<file path="src/rtl/alu_arbiter.sv">
// alu_arbiter: two-requester round-robin front end for one shared W-bit ALU.
//
// Ports
//   clk            rising-edge clock
//   reset          asynchronous, active-low reset
//   reqN/lN/opN    requester N request, mode (0 arith, 1 logic), op code
//   aN/bN          requester N operands (held stable until gntN)
//   gnt0/gnt1      one-cycle pulse: operands of that requester latched
//   done0/done1    one-cycle pulse: r/z/c/s hold that requester's result
//   r/z/c/s        registered result and zero/carry/sign flags
//   busy           high while the latched operation is executing
//
// Flow: IDLE samples the requests and latches the winner (gnt). The next
// edge (EXEC) registers the ALU outputs and pulses done, returning to IDLE,
// which may grant again at that same cycle's closing edge.

// Combinational W-bit ALU. Arithmetic ops are all formed as X + Y + cin on
// a (W+1)-bit adder so carry/sign come straight from the sum.
module alu #(
  parameter int W = 4
) (
  input  logic         i_l,
  input  logic [1:0]   i_op,
  input  logic [W-1:0] i_a,
  input  logic [W-1:0] i_b,
  output logic [W-1:0] o_r,
  output logic         o_z,
  output logic         o_c,
  output logic         o_s
);
  logic [W-1:0] w_x, w_y, w_log;
  logic         w_cin;
  logic [W:0]   w_sum;

  always_comb begin
    w_x   = i_a;
    w_y   = i_b;
    w_cin = 1'b0;
    case (i_op)
      2'b00: begin w_x = ~i_a; w_y = '0;   w_cin = 1'b1; end  // -A
      2'b01: begin w_x = ~i_b; w_y = '0;   w_cin = 1'b1; end  // -B
      2'b10: begin                                      end  // A+B
      2'b11: begin              w_y = ~i_b; w_cin = 1'b1; end  // A-B
      default: ;
    endcase
  end

  assign w_sum = {1'b0, w_x} + {1'b0, w_y} + {{W{1'b0}}, w_cin};

  always_comb begin
    w_log = i_a & i_b;
    case (i_op)
      2'b00: w_log = i_a & i_b;
      2'b01: w_log = i_a | i_b;
      2'b10: w_log = i_a ^ i_b;
      2'b11: w_log = ~i_a;
      default: ;
    endcase
  end

  assign o_r = i_l ? w_log : w_sum[W-1:0];
  assign o_z = ~|o_r;
  // Raw adder flags; meaningless in logic mode, the arbiter masks them.
  assign o_c = w_sum[W];
  assign o_s = w_sum[W-1];
endmodule

module alu_arbiter #(
  parameter int W = 4
) (
  input  logic         clk,
  input  logic         reset,
  input  logic         req0,
  input  logic         l0,
  input  logic [1:0]   op0,
  input  logic [W-1:0] a0,
  input  logic [W-1:0] b0,
  input  logic         req1,
  input  logic         l1,
  input  logic [1:0]   op1,
  input  logic [W-1:0] a1,
  input  logic [W-1:0] b1,
  output logic         gnt0,
  output logic         gnt1,
  output logic         done0,
  output logic         done1,
  output logic [W-1:0] r,
  output logic         z,
  output logic         c,
  output logic         s,
  output logic         busy
);
  typedef enum logic {S_IDLE, S_EXEC} state_t;

  state_t       r_state, w_next;
  logic         r_ptr;      // requester favoured on a tie
  logic         r_sel;      // requester owning the operation in EXEC
  logic         r_gnt0, r_gnt1, r_done0, r_done1;
  logic         r_l;
  logic [1:0]   r_op;
  logic [W-1:0] r_a, r_b, r_r;
  logic         r_z, r_c, r_s;
  logic         w_grant0, w_grant1;
  logic [W-1:0] w_alu_r;
  logic         w_alu_z, w_alu_c, w_alu_s;

  alu #(.W(W)) u_alu (
    .i_l  (r_l),
    .i_op (r_op),
    .i_a  (r_a),
    .i_b  (r_b),
    .o_r  (w_alu_r),
    .o_z  (w_alu_z),
    .o_c  (w_alu_c),
    .o_s  (w_alu_s)
  );

  always_ff @(posedge clk or negedge reset) begin
    if (!reset) r_state <= S_IDLE;
    else        r_state <= w_next;
  end

  // Requests are only looked at in IDLE; a tie goes to r_ptr.
  always_comb begin
    w_next   = r_state;
    w_grant0 = 1'b0;
    w_grant1 = 1'b0;
    case (r_state)
      S_IDLE: begin
        if (req0 && (!req1 || !r_ptr)) w_grant0 = 1'b1;
        else if (req1)                 w_grant1 = 1'b1;
        if (w_grant0 || w_grant1) w_next = S_EXEC;
      end
      S_EXEC: w_next = S_IDLE;
      default: w_next = S_IDLE;
    endcase
  end

  always_ff @(posedge clk or negedge reset) begin
    if (!reset) begin
      r_ptr   <= 1'b0;
      r_sel   <= 1'b0;
      r_gnt0  <= 1'b0;
      r_gnt1  <= 1'b0;
      r_done0 <= 1'b0;
      r_done1 <= 1'b0;
      r_l     <= 1'b0;
      r_op    <= '0;
      r_a     <= '0;
      r_b     <= '0;
      r_r     <= '0;
      r_z     <= 1'b1;
      r_c     <= 1'b0;
      r_s     <= 1'b0;
    end else begin
      r_gnt0  <= w_grant0;
      r_gnt1  <= w_grant1;
      r_done0 <= (r_state == S_EXEC) && !r_sel;
      r_done1 <= (r_state == S_EXEC) &&  r_sel;
      if (w_grant0) begin
        r_l <= l0; r_op <= op0; r_a <= a0; r_b <= b0;
        r_sel <= 1'b0;
        r_ptr <= 1'b1;
      end else if (w_grant1) begin
        r_l <= l1; r_op <= op1; r_a <= a1; r_b <= b1;
        r_sel <= 1'b1;
        r_ptr <= 1'b0;
      end
      if (r_state == S_EXEC) begin
        r_r <= w_alu_r;
        r_z <= w_alu_z;
        r_c <= r_l ? 1'b0 : w_alu_c;
        r_s <= r_l ? 1'b0 : w_alu_s;
      end
    end
  end

  assign gnt0  = r_gnt0;
  assign gnt1  = r_gnt1;
  assign done0 = r_done0;
  assign done1 = r_done1;
  assign r     = r_r;
  assign z     = r_z;
  assign c     = r_c;
  assign s     = r_s;
  assign busy  = (r_state == S_EXEC);
endmodule

</file>
<file path="config.mk">
export PLATFORM = sky130hd
export DESIGN_NAME = alu_arbiter
export DESIGN_NICKNAME = d
export VERILOG_FILES = /design/src/rtl/alu_arbiter.sv
export SDC_FILE = /design/constraint.sdc
export NUM_CORES = 1
export LEC_CHECK = 0
export CORE_MARGIN = 2
export CORE_UTILIZATION = 30
export CTS_CLUSTER_SIZE = 24
export DETAILED_ROUTE_END_ITERATION = 16
export PLACE_DENSITY = 0.61
export SETUP_SLACK_MARGIN = 0.02
export SYNTH_ARGS = -nofsm -noshare
export SYNTH_HDL_FRONTEND = slang
export SYNTH_SLANG_ARGS = --single-unit
</file>
<file path="constraint.sdc">
create_clock -name clk -period 4.5 [get_ports clk]
set_clock_uncertainty 0.1 [all_clocks]
set_input_delay 0.9 -clock clk [delete_from_list [all_inputs] [get_ports clk]]
set_output_delay 0.9 -clock clk [all_outputs]
set_load 0.005 [all_outputs]
</file>
==> tab_implementation.tex <==
\begin{tabular}{lr}
\hline
Metric & Value \\
\hline
\multicolumn{2}{l}{\textbf{Cells and area}} \\
Layout overhead on the synthesized area & 30.0\% \\
Post-layout net count & 229 \\
Antenna diode count & 0 \\
Layout cell share with drive strength beyond 1 & 0.0899 \\
\multicolumn{2}{l}{\textbf{Place}} \\
Detailed-placement wirelength estimate & 2.40 mm \\
Final GP Congestion & 0.792 \\
Input/output buffers & 37 \\
Placement Setup Slack & 1570 ps \\
\multicolumn{2}{l}{\textbf{Clock network}} \\
Clock tree buffer depth & 2 \\
Clock tree from TritonCTS & built \\
PostCTS Resize Cnt & 0 \\
Clock insertion delay at the later pin of the skew report & 270 ps \\
Clock root cell & sky130\_fd\_sc\_hd\_\_clkbuf\_8 \\
Max H-tree Level & 1 \\
Number of sinks driven by the clock tree & 25 \\
Cts bufs inserted & 3 \\
Clock edge transition at the registers on the reported setup and hold paths & 90 ps \\
Number of post-CTS setup repair buffers & 0 \\
CTS Hold Bufs & 0 \\
\multicolumn{2}{l}{\textbf{Floorplan}} \\
Die height & 76.0 µm \\
Initial standard-cell utilization of the core & 0.308 \\
Horiz. Die Dim & 76.0 µm \\
I/O pin count & 38 \\
Area of the die & 5770 µm² \\
Count of standard-cell rows & 26 \\
Area inside the core boundary & 5040 µm² \\
\multicolumn{2}{l}{\textbf{Power}} \\
Share of power burned in registers & 0.386 \\
Proportion of total power due to net switching & 0.350 \\
Switching component of the power & 326 µW \\
Leak & 0.000921 µW \\
Part of the total power dissipated in combinational logic & 0.467 \\
Internal power summed over all cells & 604 µW \\
Clock power frac & 0.147 \\
Power Density & 460 nW/µm² \\
Largest vdd supply drop & 143 µV \\
\multicolumn{2}{l}{\textbf{Routing}} \\
Antenna-violating nets left & 0 \\
Pre-antenna DRT Iters & 4 \\
DRC violation count after routing & 0 \\
Detailed-route via count & 1206 \\
Average detailed-routed wire length per instance & 11.9 µm \\
Total wirelength of the detailed-routed design & 3.08 mm \\
Post-detailed-route via-to-cell ratio & 4.66 \\
Starting DRT DRC Count & 79 \\
\multicolumn{2}{l}{\textbf{Global route}} \\
Global-route wire length before repair & 5.58 mm \\
Remaining global-route overflow & 0 \\
Via count of the first global-routing pass & 1210 \\
Number of antenna violations at the first check in global routing & 0 \\
Overall track demand over capacity in global routing & 0.117 \\
Maximum number of pins on one net before global-route repair & 26 \\
\multicolumn{2}{l}{\textbf{STA}} \\
Sum of negative setup slack & 0 ps \\
Unrepaired setup endpoints after global routing & no \\
Max-slew violation count & 0 \\
Endpoints failing hold & 0 \\
Highest attainable clock frequency & 346 MHz \\
Final clock period utilization by the worst path & 0.643 \\
Slack of the critical path & 1610 ps \\
Final Critical Period & 2890 ps \\
Setup-violating endpoint count in the final report & 0 \\
Slew at the pin closest to its max-slew limit & 1120 ps \\
Worst rel slew slack & 0.250 \\
\multicolumn{2}{l}{\textbf{Synth}} \\
Register area share after synthesis & 0.403 \\
Syn Nets & 197 \\
Number of library cell types mapped by synthesis & 40 \\
Number of synthesis warnings & 0 \\
Avg Cell Area, Syn & 9.84 µm² \\
Cell count after synthesis & 158 \\
Synthesized area & 1550 µm² \\
Register bit count reported by yosys & 25 \\
\multicolumn{2}{l}{\textbf{Flow run}} \\
Number of maximum-capacitance constraint violations & 0 \\
\multicolumn{2}{l}{\textbf{Min path}} \\
Hold crit path type & register to register \\
\multicolumn{2}{l}{\textbf{Run status}} \\
Result of the run & completed \\
\multicolumn{2}{l}{\textbf{Critical path}} \\
Slowest stage cell on the critical path & sky130\_fd\_sc\_hd\_\_dfrtp\_1 \\
Max stage delay on crit path & 830 ps \\
Worst Path Required & 4570 ps \\
Kind of launch point of the worst setup path & register \\
Endpoint type of the worst setup path & register \\
CP dominant cell by count & sky130\_fd\_sc\_hd\_\_a21o\_1 \\
Data arrival time at the worst-slack endpoint & 2960 ps \\
Ordered cell list for the critical path & nor2\_1, a211oi\_1, a21oi\_1, fa\_1, a21o\_1, a21o\_1, a221o\_1, mux2\_4 \\
Type of the setup path with the least slack & register to register \\
Critical Path Fanout Max & 22 \\
\hline
\end{tabular}
[critical path: cells and delay by family, from the launching register on]
| kind | cells | cell delay, ps |
|---|---|---|
| AOI/OAI and AO/OA | 5 | 1050 |
| DFF | 1 | 830 |
| adders and majority gates | 1 | 440 |
| muxes | 1 | 260 |
| and+or+nand+nor | 1 | 110 |
[per-stage QoR]
stage	hold slack, ps	cells	util	total power [µW]	area (µm²)
floorplan	311	158	-	649	1550
global route	396	259	0.401	1020	2020
CTS	366	259	0.401	946	2020
global placement	357	255	0.391	799	1970
finish	357	259	0.401	929	2020
detailed placement	352	255	0.391	806	1970
[area by class of cell]
cell class | instances | area, µm²
clock buffers | 3 | 41.3
inverters | 21 | 78.8
multi-input cells | 101 | 801
repair buffers | 38 | 378
clock inverters | 1 | 7.51
fillers | 490 | 3020
flip-flops and latches | 25 | 627
well taps | 70 | 87.6
[power by group through the flow]
stage | sequential, µW | clock, µW | combinational, µW
after global routing | 373 | 153 | 497
after CTS | 361 | 142 | 443
after detailed placement | 365 | 0 | 441
final | 359 | 136 | 435
after floorplan | 333 | 0 | 316
after global placement | 363 | 0 | 436
[routing by layer]
layer  global-route usage  wire length [µm]  share of wire  up-vias
met4               0.0327                35          0.011        0
met2                0.183              1360           0.44       29
met5                    0                 0              0        -
li1                     -                 -              -      611
met1                0.163              1540           0.50      561
met3               0.0273               145          0.047        5
[sequential cells by signal, indices dropped and copies added, names as in the netlist]
register,count
busy,1
c,1
done0,1
done1,1
gnt0,1
gnt1,1
r,4
r_a,4
r_b,4
r_l,1
r_op,2
r_ptr,1
r_sel,1
s,1
z,1
[layout by cell type (no fill, tap or decap), drive strengths merged]
cell and n:
clkdlybuf4s50 37, dfrtp 24, inv 21, nand2 12, ha 11, o21ai 11
nor2 7, o22ai 7, and2 5, a21o 5, xor2 4, a222oi 4
mux2 4, a211oi 3, nand2b 3, clkbuf 3, a21oi 2, nor2b 2
xnor2 2, mux4 2, fa 2, nor3 1, a221oi 1, a21bo 1
and3 1, o31ai 1, o211ai 1, a211o 1, a31oi 1, mux2i 1
a41oi 1, o221ai 1, o21a 1, a2111oi 1, a221o 1, o41ai 1
clkinvlp 1, buf 1, dfstp 1
[cell usage after synthesis, drive strengths merged]
library cell	number	share of area
clkbuf	6	0.014
nand2b	3	0.012
xor2	4	0.023
and2	5	0.020
nand2	12	0.029
o31ai	1	0.0048
o22ai	7	0.028
buf	5	0.016
a211o	1	0.0056
xnor2	2	0.011
o21ai	11	0.035
a221oi	1	0.0056
mux2i	1	0.0064
nor2b	2	0.0081
dfrtp	24	0.39
fa	2	0.026
mux4	2	0.029
nor3	1	0.0032
a21oi	2	0.0064
a31oi	1	0.0040
o211ai	1	0.0048
a221o	1	0.0064
and3	1	0.0040
ha	11	0.089
a41oi	1	0.0056
dfstp	1	0.017
o221ai	1	0.0056
mux2	4	0.034
o41ai	1	0.010
a222oi	4	0.026
a21bo	1	0.0064
o21a	1	0.0048
nor2	7	0.017
a211oi	3	0.014
a2111oi	1	0.0056
a21o	5	0.024
inv	21	0.051
[cells by family (layout without fill, tap and decap cells)]
group	Yosys count	after routing	share of synthesized area
simple gates	31	31	0.0934
mux	7	7	0.0692
compound gates	44	44	0.205
buf+inv	32	63	0.0813
fa+ha+maj	13	13	0.114
xor+xnor	6	6	0.0338
flops	25	25	0.403
[worst paths after layout]
kind                       cells past startpoint  slack, ps                  to                start
setup / recovery                               8       1610    r[3]$_DFFE_PN0P_  r_op[0]$_DFFE_PN0P_
setup reg to reg                               8       1610    r[3]$_DFFE_PN0P_  r_op[0]$_DFFE_PN0P_
max in group asynchronous                      1       2510  r_b[1]$_DFFE_PN0P_                reset
min in group asynchronous                      1       1120       c$_DFFE_PN0P_                reset
hold reg to reg                                1        360     done0$_DFF_PN0_    r_sel$_DFFE_PN0P_
hold / removal                                 1        360     done0$_DFF_PN0_    r_sel$_DFFE_PN0P_
No activity file was read; power rests on OpenSTA's default activity.
